File: config.mk
export PLATFORM = sky130hd
export DESIGN_NAME = exec_scheduler
export DESIGN_NICKNAME = d
export VERILOG_FILES = /design/src/rtl/exec_sched_pkg.sv /design/src/rtl/exec_scheduler_rr_pick.sv /design/src/rtl/exec_scheduler.sv
export SDC_FILE = /design/constraint.sdc
export NUM_CORES = 1
export LEC_CHECK = 0
export BUFFER_PORTS_ARGS = -buffer_cell sky130_fd_sc_hd__buf_2
export CAP_MARGIN = 25
export CORE_UTILIZATION = 54
export CTS_CLUSTER_DIAMETER = 40
export DETAILED_ROUTE_END_ITERATION = 7
export GPL_TIMING_DRIVEN = 0
export PLACE_DENSITY = 0.74
export SLEW_MARGIN = 10
export SYNTH_ARGS = -nofsm -noshare
export SYNTH_HDL_FRONTEND = slang
export SYNTH_SLANG_ARGS = --single-unit
File: constraint.sdc
create_clock -name clk -period 3.95 [get_ports clk]
set_input_delay 0.1975 -clock clk [delete_from_list [all_inputs] [get_ports clk]]
set_output_delay 0.1975 -clock clk [all_outputs]
set_load 0.1 [all_outputs]
File: src/rtl/exec_sched_pkg.sv
// Shared types and default sizing for the executor scheduler.
package exec_sched_pkg;

    typedef enum logic [1:0] {SLOT_IDLE, SLOT_BUSY, SLOT_DONE} slot_state_e;

    localparam int unsigned DEFAULT_NUM_EXEC = 4;
    localparam int unsigned DEFAULT_TAG_W    = 8;

endpackage

File: src/rtl/exec_scheduler_rr_pick.sv
// Circular priority pick: first set bit of i_idle at or after i_ptr, wrapping.
module rr_pick
    import exec_sched_pkg::*;
#(
    parameter int unsigned NUM_EXEC = DEFAULT_NUM_EXEC,
    parameter int unsigned SEL_W    = $clog2(NUM_EXEC)
) (
    input  logic [NUM_EXEC-1:0] i_idle,
    input  logic [SEL_W-1:0]    i_ptr,
    output logic                o_found,
    output logic [SEL_W-1:0]    o_sel
);

    logic [SEL_W-1:0] w_idx;

    // NUM_EXEC is a power of two, so the index wraps by truncation.
    always_comb begin
        o_found = 1'b0;
        o_sel   = '0;
        w_idx   = '0;
        for (int unsigned i = 0; i < NUM_EXEC; i++) begin
            w_idx = i_ptr + SEL_W'(i);
            if (!o_found && i_idle[w_idx]) begin
                o_found = 1'b1;
                o_sel   = w_idx;
            end
        end
    end

endmodule

File: src/rtl/exec_scheduler.sv
// Round-robin job dispatch over an executor bank with in-order retirement
// and drain-gated op-table update broadcast.
module exec_scheduler
    import exec_sched_pkg::*;
#(
    parameter int unsigned NUM_EXEC = DEFAULT_NUM_EXEC,
    parameter int unsigned TAG_W    = DEFAULT_TAG_W,
    parameter int unsigned SEL_W    = $clog2(NUM_EXEC)
) (
    input  logic                clk,
    input  logic                rst,
    input  logic                start_i,
    input  logic [TAG_W-1:0]    tag_i,
    output logic                ready_o,
    output logic [NUM_EXEC-1:0] exec_start_o,
    output logic [SEL_W-1:0]    exec_sel_o,
    input  logic [NUM_EXEC-1:0] exec_ready_i,
    output logic                done_o,
    output logic [TAG_W-1:0]    done_tag_o,
    output logic [SEL_W-1:0]    done_exec_o,
    input  logic                mod_start_i,
    output logic                mod_pending_o,
    output logic                exec_mod_start_o,
    output logic                idle_o,
    output logic                spurious_o
);

    localparam int unsigned CNT_W = SEL_W + 1;

    slot_state_e         r_state [NUM_EXEC];
    logic [TAG_W-1:0]    r_tag   [NUM_EXEC];
    logic [SEL_W-1:0]    r_fifo  [NUM_EXEC];
    logic [SEL_W-1:0]    r_head;
    logic [SEL_W-1:0]    r_tail;
    logic [CNT_W-1:0]    r_count;
    logic [SEL_W-1:0]    r_rr_ptr;
    logic                r_mod_pending;
    logic [NUM_EXEC-1:0] r_exec_start;
    logic [SEL_W-1:0]    r_exec_sel;
    logic                r_done;
    logic [TAG_W-1:0]    r_done_tag;
    logic [SEL_W-1:0]    r_done_exec;
    logic                r_exec_mod_start;
    logic                r_spurious;

    logic [NUM_EXEC-1:0] w_idle_mask;
    logic                w_found;
    logic [SEL_W-1:0]    w_sel;
    logic [SEL_W-1:0]    w_head_slot;
    logic                w_all_idle;
    logic                w_accept;
    logic                w_retire;

    always_comb begin
        w_idle_mask = '0;
        for (int unsigned k = 0; k < NUM_EXEC; k++) begin
            w_idle_mask[k] = (r_state[k] == SLOT_IDLE);
        end
    end

    rr_pick #(
        .NUM_EXEC (NUM_EXEC),
        .SEL_W    (SEL_W)
    ) u_rr_pick (
        .i_idle  (w_idle_mask),
        .i_ptr   (r_rr_ptr),
        .o_found (w_found),
        .o_sel   (w_sel)
    );

    // A completion arriving on the head slot retires in the same cycle.
    assign w_head_slot = r_fifo[r_head];
    assign w_retire    = (r_count != '0) &&
                         ((r_state[w_head_slot] == SLOT_DONE) ||
                          ((r_state[w_head_slot] == SLOT_BUSY) && exec_ready_i[w_head_slot]));
    assign w_all_idle  = (&w_idle_mask) && (r_count == '0);
    assign ready_o     = !rst && !r_mod_pending && !mod_start_i && w_found;
    assign w_accept    = start_i && ready_o;
    assign idle_o      = !rst && w_all_idle;

    always_ff @(posedge clk) begin
        if (rst) begin
            for (int unsigned k = 0; k < NUM_EXEC; k++) begin
                r_state[k] <= SLOT_IDLE;
                r_tag[k]   <= '0;
                r_fifo[k]  <= '0;
            end
            r_head           <= '0;
            r_tail           <= '0;
            r_count          <= '0;
            r_rr_ptr         <= '0;
            r_mod_pending    <= 1'b0;
            r_exec_start     <= '0;
            r_exec_sel       <= '0;
            r_done           <= 1'b0;
            r_done_tag       <= '0;
            r_done_exec      <= '0;
            r_exec_mod_start <= 1'b0;
            r_spurious       <= 1'b0;
        end else begin
            r_exec_start     <= '0;
            r_exec_sel       <= '0;
            r_done           <= 1'b0;
            r_done_tag       <= '0;
            r_done_exec      <= '0;
            r_exec_mod_start <= 1'b0;

            for (int unsigned k = 0; k < NUM_EXEC; k++) begin
                if (exec_ready_i[k]) begin
                    if (r_state[k] == SLOT_BUSY) r_state[k] <= SLOT_DONE;
                    else                         r_spurious <= 1'b1;
                end
            end

            if (w_accept) begin
                r_state[w_sel]       <= SLOT_BUSY;
                r_tag[w_sel]         <= tag_i;
                r_fifo[r_tail]       <= w_sel;
                r_tail               <= r_tail + SEL_W'(1);
                r_rr_ptr             <= w_sel + SEL_W'(1);
                r_exec_start[w_sel]  <= 1'b1;
                r_exec_sel           <= w_sel;
            end

            // Overrides the BUSY->DONE write above when the head completes now.
            if (w_retire) begin
                r_state[w_head_slot] <= SLOT_IDLE;
                r_done               <= 1'b1;
                r_done_tag           <= r_tag[w_head_slot];
                r_done_exec          <= w_head_slot;
                r_head               <= r_head + SEL_W'(1);
            end

            r_count <= r_count + CNT_W'(w_accept) - CNT_W'(w_retire);

            if (r_mod_pending) begin
                if (w_all_idle) begin
                    r_exec_mod_start <= 1'b1;
                    r_mod_pending    <= 1'b0;
                end
            end else if (mod_start_i) begin
                if (w_all_idle) r_exec_mod_start <= 1'b1;
                else            r_mod_pending    <= 1'b1;
            end
        end
    end

    assign exec_start_o     = r_exec_start;
    assign exec_sel_o       = r_exec_sel;
    assign done_o           = r_done;
    assign done_tag_o       = r_done_tag;
    assign done_exec_o      = r_done_exec;
    assign mod_pending_o    = r_mod_pending;
    assign exec_mod_start_o = r_exec_mod_start;
    assign spurious_o       = r_spurious;

endmodule

==> results of run 1 <==
-- final timing paths --
check / endpoint / slack, ps / cells past startpoint
max: r_count[2] / 440 / 13
min: exec_mod_start_o / 160 / 3
max reg2reg: r_count[2] / 440 / 13
min reg2reg: r_rr_ptr[0] / 490 / 2
-- cell type report --
| type | count | area [um2] |
|---|---|---|
| inverter | 10 | 37.5 |
| buffer | 11 | 57.6 |
| clock inverter | 5 | 86.3 |
| multi-input combinational | 200 | 1440 |
| sequential | 79 | 1980 |
| tap | 77 | 96.3 |
| clock buffer | 11 | 151 |
| timing repair buffer | 39 | 195 |
| fill | 517 | 2270 |
-- cells in the final DEF, fill, tap and decap left out, types with 7 or more instances in the layout --
cell type / synthesis / routed
clkbuf_8: 0 / 11
mux4_2: 9 / 9
inv_1: 10 / 10
and2_1: 47 / 47
nand2b_1: 8 / 8
dfxtp_1: 39 / 39
o21ai_0: 8 / 7
edfxtp_1: 40 / 40
nand2_1: 16 / 16
nor2_1: 25 / 25
clkbuf_1: 7 / 7
a21oi_1: 13 / 13
mux2i_1: 8 / 8
buf_2: 1 / 40
-- layer usage --
metal | vias to the layer above | global-route usage
li1 | 1164 | -
met1 | 1181 | 0.291
met2 | 104 | 0.389
met3 | 16 | 0.0648
met4 | 0 | 0.110
met5 | - | 0
-- registers in the layout, indices dropped and copies added, names as in the netlist, named ones only --
signal            flops
done_exec_o           2
done_o                1
done_tag_o            8
exec_mod_start_o      1
exec_sel_o            2
exec_start_o          4
mod_pending_o         1
r_count               3
r_fifo                8
r_head                2
r_rr_ptr              2
r_state               8
r_tag                32
r_tail                2
spurious_o            1
-- stage by stage --
step | setup WS (ps) | hold slack (ps)
floorplan | 690 | 380
global placement | 471 | 470
detailed placement | 447 | 475
CTS | 434 | 160
global route | 231 | 177
finish | 444 | 162
-- cell families after synthesis --
logic type / count (synthesis)
simple gates: 125
flops: 79
compound gates: 42
mux: 24
buf+inv: 21
fa+ha+maj: 7
xor+xnor: 2
-- power by group --
part	internal [W]	switching, W
logic	0.000108	0.000250
clock network	0.000396	0.000309
registers	0.000909	0.0000228
-- worst register-to-register path, stage by stage, from the launching register on --
cell	delay, ps
dfxtp_1	410
mux4_2	530
buf_6	170
mux2i_1	120
mux2_2	290
or3_4	400
a21oi_1	310
ha_1	180
inv_1	40
ha_1	180
fa_1	380
xnor2_1	180
xnor2_1	150
nor2_1	50
-- synthesized netlist by cell type, types with 2 or more instances --
cell type / instances / share of area
a211oi_1: 2 / 0.0043
a21o_1: 3 / 0.0064
a21oi_1: 13 / 0.019
a2bb2oi_1: 2 / 0.0050
a31oi_1: 6 / 0.011
and2_1: 47 / 0.084
and3_1: 4 / 0.0071
buf_6: 2 / 0.0064
clkbuf_1: 7 / 0.0075
dfxtp_1: 39 / 0.22
edfxtp_1: 40 / 0.34
ha_1: 6 / 0.021
inv_1: 10 / 0.011
mux2_2: 6 / 0.019
mux2i_1: 8 / 0.023
mux4_2: 9 / 0.058
nand2_1: 16 / 0.017
nand2b_1: 8 / 0.014
nand3_1: 2 / 0.0028
nor2_1: 25 / 0.027
nor2b_1: 6 / 0.011
nor3_1: 6 / 0.0085
o21ai_0: 8 / 0.011
o22ai_1: 2 / 0.0036
or2_2: 4 / 0.0071
or3_1: 4 / 0.0071
xnor2_1: 2 / 0.0050
==> key figures, run 1 <==
Status
  – Status: finished clean

Clock tree
  – Reg clk slew, reported paths: 80 ps
  – Latest clock arrival within the worst-skew pair: roughly 360 ps
  – CTS tree: done
  – H-tree Lvls: 3
  – Clock sinks: 79
  – Root Buffer: clkbuf_8
  – Post-CTS Setup Repair Bufs: 0
  – CTS buffer count: 9
  – Clock buffer depth: 2
  – # hold bufs at CTS: 0
  – Post-cts resize count: 0

Setup path
  – CP Buf/Inv Count: 2
  – CP Max Fanout: 9
  – Setup crit end kind: flip-flop
  – Startpoint class of the critical path: flip-flop
  – Cell chain of the critical path: mux4_2 > buf_6 > mux2i_1 > mux2_2 > or3_4 > a21oi_1 > ha_1 > inv_1 > ha_1 > fa_1 > xnor2_1 > xnor2_1 > nor2_1
  – Crit path DAT: roughly 3700 ps
  – Critical path data required time: about 4200 ps
  – Setup CP Type: reg -> reg
  – Critical path's slowest cell: mux4_2
  – Worst path top cell family by delay: multiplexers
  – Max incr delay on CP: 530 ps

Global routing
  – Total GRT Usage: 0.238
  – Vias in the first global route: 2387
  – Pin count of the biggest net entering global routing: 15
  – Initial antenna violation count: 0
  – Total grt overflow: 0
  – First-pass GRT wire length: 11.4 mm

Timing
  – Number of setup violations in the final report: 0
  – Skew final: 9.38 ps
  – RSZ-0062 raised after global routing: no
  – Worst slew margin: 0.385
  – Final slew viol count: 0
  – Highest clock rate: 0.285 GHz
  – Crit share post-route: 0.887
  – Setup TNS Final: 0 ps
  – Final hold vios: 0
  – Min Tclk post-route: around 3500 ps
  – Worst-Margin Slew: 915 ps

Die
  – Starting Density: 0.557
  – Die area: 6840 um2
  – Die X-Extent: 82.7 um
  – Core Rows: 29
  – Core area: about 6300 um2
  – Ports: 38
  – Die H: 82.7 um

Logic synthesis
  – Post-synthesis adder-cell area fraction: 0.0270
  – Mux cell area share after synthesis: 0.107
  – Post-synth EDFFs: 40
  – Flops & latches, synth: 79
  – Simple-Gate Fraction of Synth Area: 0.193
  – Largest family of logic cells by synthesized area: simple AND/OR/NAND/NOR gates
  – Synth warn: 0
  – Syn Nets: 323
  – Synth Area in XOR/XNOR: 0.00498
  – Cell Area, Synth: 3520 um2
  – Syn Area/Cell: 11.7 um2
  – Compound-Gate Fraction of Synth Area: 0.0776
  – Ys flop type: edfxtp_1
  – Async SR Flop Fraction: 0
  – Sequential share of the synthesized area: 0.564
  – Cell count after synthesis: 300
  – Count of different cell masters after synthesis: 40

Finish
  – Fin area: 4050 um2
  – Layout Area Growth over Synthesis: 15.1%
  – Cell Count, Final, Fillers Out: 432
  – Final nets: 373
  – ANT cells: 0
  – Post-Route Utilization: 0.641
  – Share of cells above drive strength 1: 0.223

Drt
  – Total wire length: 7.22 mm
  – DR vias/cell: 5.71
  – Post-route ant nets: 0
  – Met2 routed WL: 3.49 mm
  – Top routing layer used: met4
  – Detailed Route Iter0 Violations: ~130
  – Wire per inst: roughly 17 um
  – Met1 Wirelength: 3.12 mm
  – Vias: 2465
  – TritonRoute pass-1 iters: 5
  – Met3 wire length: 456 um
  – Remaining DRCs: 0

Power and ir drop
  – Maximum vdd drop: ~0.28 mV
  – PD cells: just under 500 nW/um2
  – Total Power: 0.00199 W
  – Total leakage power: roughly 1.7 nW

Job
  – Max-cap violations: 0

Hold path
  – HP Class: in -> reg
  – HP Start: mod_start_i

Placement
  – Number of I/O port buffers: 37
  – Post-placement cell count: 415
  – RD Place Congestion: roughly 0.92
  – Post-DP HPWL: 4.94 mm
  – Cell Area, Placed: 3800 um2
Note: power is estimated with default switching activity, not from simulation.
==> run 2, diff against run 1 <==
- clock period: 3.95 -> 3.7 ns (I/O delays scaled with it)
==> run 2 against run 1 <==
  * Global-route usage unchanged
  * Non-clock buffer count unchanged
  * Combinational power increased by 7.6%
  * Flip-flop and latch count unchanged
  * Critical path depth unchanged
  * Routed wire length increased by 0.51%
  * Clock skew increased by 1.3 ps
  * Maximum frequency increased by 2.9%
  * Setup slack got worse by 150 ps
  * Via count decreased by 0.45%
==> key figures, run 2 (synthesis gave the netlist of run 1 again) <==
Global routing
  – Vias in the first global route: 2387 (unchanged)
  – First-pass GRT wire length: 11.4 mm (unchanged)
  – Total GRT Usage: 0.238 (unchanged)
  – Pin count of the biggest net entering global routing: 15 (unchanged)
  – Total grt overflow: 0 (unchanged)
  – Initial antenna violation count: 0 (unchanged)

Setup path
  – Setup crit end kind: flip-flop (unchanged)
  – Setup CP Type: reg -> reg (unchanged)
  – Startpoint class of the critical path: flip-flop (unchanged)
  – CP Max Fanout: 9 (unchanged)
  – Cells on worst reg2reg path: 13 (unchanged)
  – Critical path data required time: 3930 ps (was 4180 ps)
  – Crit path DAT: 3640 ps (was 3740 ps)

Die
  – Die X-Extent: 82.7 um (unchanged)
  – Core Rows: 29 (unchanged)
  – Core area: 6310 um2 (unchanged)
  – Die area: 6840 um2 (unchanged)
  – Ports: 38 (unchanged)
  – Starting Density: 0.557 (unchanged)
  – Die H: 82.7 um (unchanged)

Timing
  – Final slew viol count: 0 (unchanged)
  – Min Tclk post-route: 3410 ps (was 3510 ps)
  – Number of setup violations in the final report: 0 (unchanged)
  – Worst slew margin: 0.388 (was 0.385)
  – Crit share post-route: 0.921 (was 0.887)
  – RSZ-0062 raised after global routing: no (unchanged)
  – Skew final: 10.7 ps (was 9.38 ps)
  – Final hold vios: 0 (unchanged)
  – Highest clock rate: 0.293 GHz (was 0.285 GHz)
  – Worst-Margin Slew: 912 ps (was 915 ps)
  – Hold slack: 149 ps (was 162 ps)
  – Setup TNS Final: 0 ps (unchanged)

Hold path
  – HP Class: in -> reg (unchanged)
  – HP Start: mod_start_i (unchanged)
  – Hold depth: 3 (unchanged)

Placement
  – Post-DP HPWL: 4.94 mm (unchanged)
  – RD Place Congestion: 0.919 (unchanged)
  – Number of I/O port buffers: 37 (unchanged)

Clock tree
  – Clock sinks: 79 (unchanged)
  – CTS buffer count: 9 (unchanged)
  – Root Buffer: clkbuf_8 (unchanged)
  – Clock buffer depth: 2 (unchanged)
  – # hold bufs at CTS: 0 (unchanged)
  – Latest clock arrival within the worst-skew pair: 370 ps (was 360 ps)
  – CTS tree: done (unchanged)
  – Post-cts resize count: 0 (unchanged)
  – H-tree Lvls: 3 (unchanged)
  – Reg clk slew, reported paths: 80 ps (about the same)
  – Post-CTS Setup Repair Bufs: 0 (unchanged)

Drt
  – Detailed Route Iter0 Violations: 143 (was 134)
  – DR vias/cell: 5.68 (was 5.71)
  – Wire per inst: 16.8 um (was 16.7 um)
  – Post-route ant nets: 0 (unchanged)
  – Vias: 2454 (was 2465)
  – Total wire length: 7.25 mm (was 7.22 mm)
  – TritonRoute pass-1 iters: 5 (unchanged)
  – Remaining DRCs: 0 (unchanged)

Power and ir drop
  – Total Power: 0.00213 W (was 0.00199 W)
  – Total leakage power: 1.67 nW (about the same)
  – Maximum vdd drop: 0.304 mV (was 0.284 mV)
  – PD cells: 527 nW/um2 (was 493 nW/um2)

Finish
  – Share of cells above drive strength 1: 0.225 (was 0.223)
  – Top reg by flops: r_tag (unchanged)
  – Commonest non-fill, non-tap cell in the layout: and2_1 (unchanged)
  – Layout Area Growth over Synthesis: 15.2% (was 15.1%)
  – Final nets: 373 (unchanged)
  – FILL cells: 518 (was 517)
  – Max FFs per register: 32 (unchanged)
  – Post-Route Utilization: 0.641 (about the same)
  – Most frequent cells in the layout: and2_1, buf_2, edfxtp_1, dfxtp_1, nor2_1 (unchanged)
  – ANT cells: 0 (unchanged)

Job
  – Max-cap violations: 0 (unchanged)

Status
  – Status: finished clean (unchanged)
==> run 2: path summary, 6_finish.rpt <==
path                                         end  slack, ps
worst max-delay path                  r_count[2]        290
worst min-delay path            exec_mod_start_o        150
worst max register to register        r_count[2]        290
worst min register to register       r_rr_ptr[0]        490
==> run 2: worst max-delay path, stage by stage, from the launching register on <==
cell	delay, ps
dfxtp_1	410
mux4_2	530
buf_6	170
mux2i_1	110
mux2_2	290
or3_4	410
a21oi_2	230
ha_1	160
inv_1	40
ha_1	180
fa_1	380
xnor2_1	180
xnor2_1	150
nor2_1	50
==> run 2: power by group <==
group          total (W)  leakage (nW)  internal [W]  switching [W]
logic           0.000384         0.816      0.000115       0.000268
clock network   0.000755         0.121      0.000423       0.000332
registers       0.000994         0.730      0.000970      0.0000243
total            0.00213          1.67       0.00151       0.000625
==> run 2: metal layers <==
layer / part of all wire / GRT usage
met5: 0 / 0
met4: 0.022 / 0.110
met3: 0.054 / 0.0648
met2: 0.49 / 0.389
met1: 0.44 / 0.291
==> run 2: cell type report <==
type | instances | area, um2 | area share
Timing Repair Buffer | 39 | 195 | 0.0482
Sequential cell | 79 | 1980 | 0.489
Inverter | 10 | 37.5 | 0.00927
Buffer | 11 | 57.6 | 0.0142
Tap cell | 77 | 96.3 | 0.0238
Multi-Input combinational cell | 200 | 1440 | 0.356
Clock inverter | 5 | 86.3 | 0.0213
Clock buffer | 11 | 151 | 0.0374
==> run 2: through the flow <==
step	cells	instance area (um2)	setup slack [ps]
5_1_grt	432	4050	88.6
3_5_place_dp	415	3800	197
4_1_cts	431	4040	184
2_1_floorplan	300	3520	440
6_report	432	4050	292
3_3_place_gp	414	3800	221
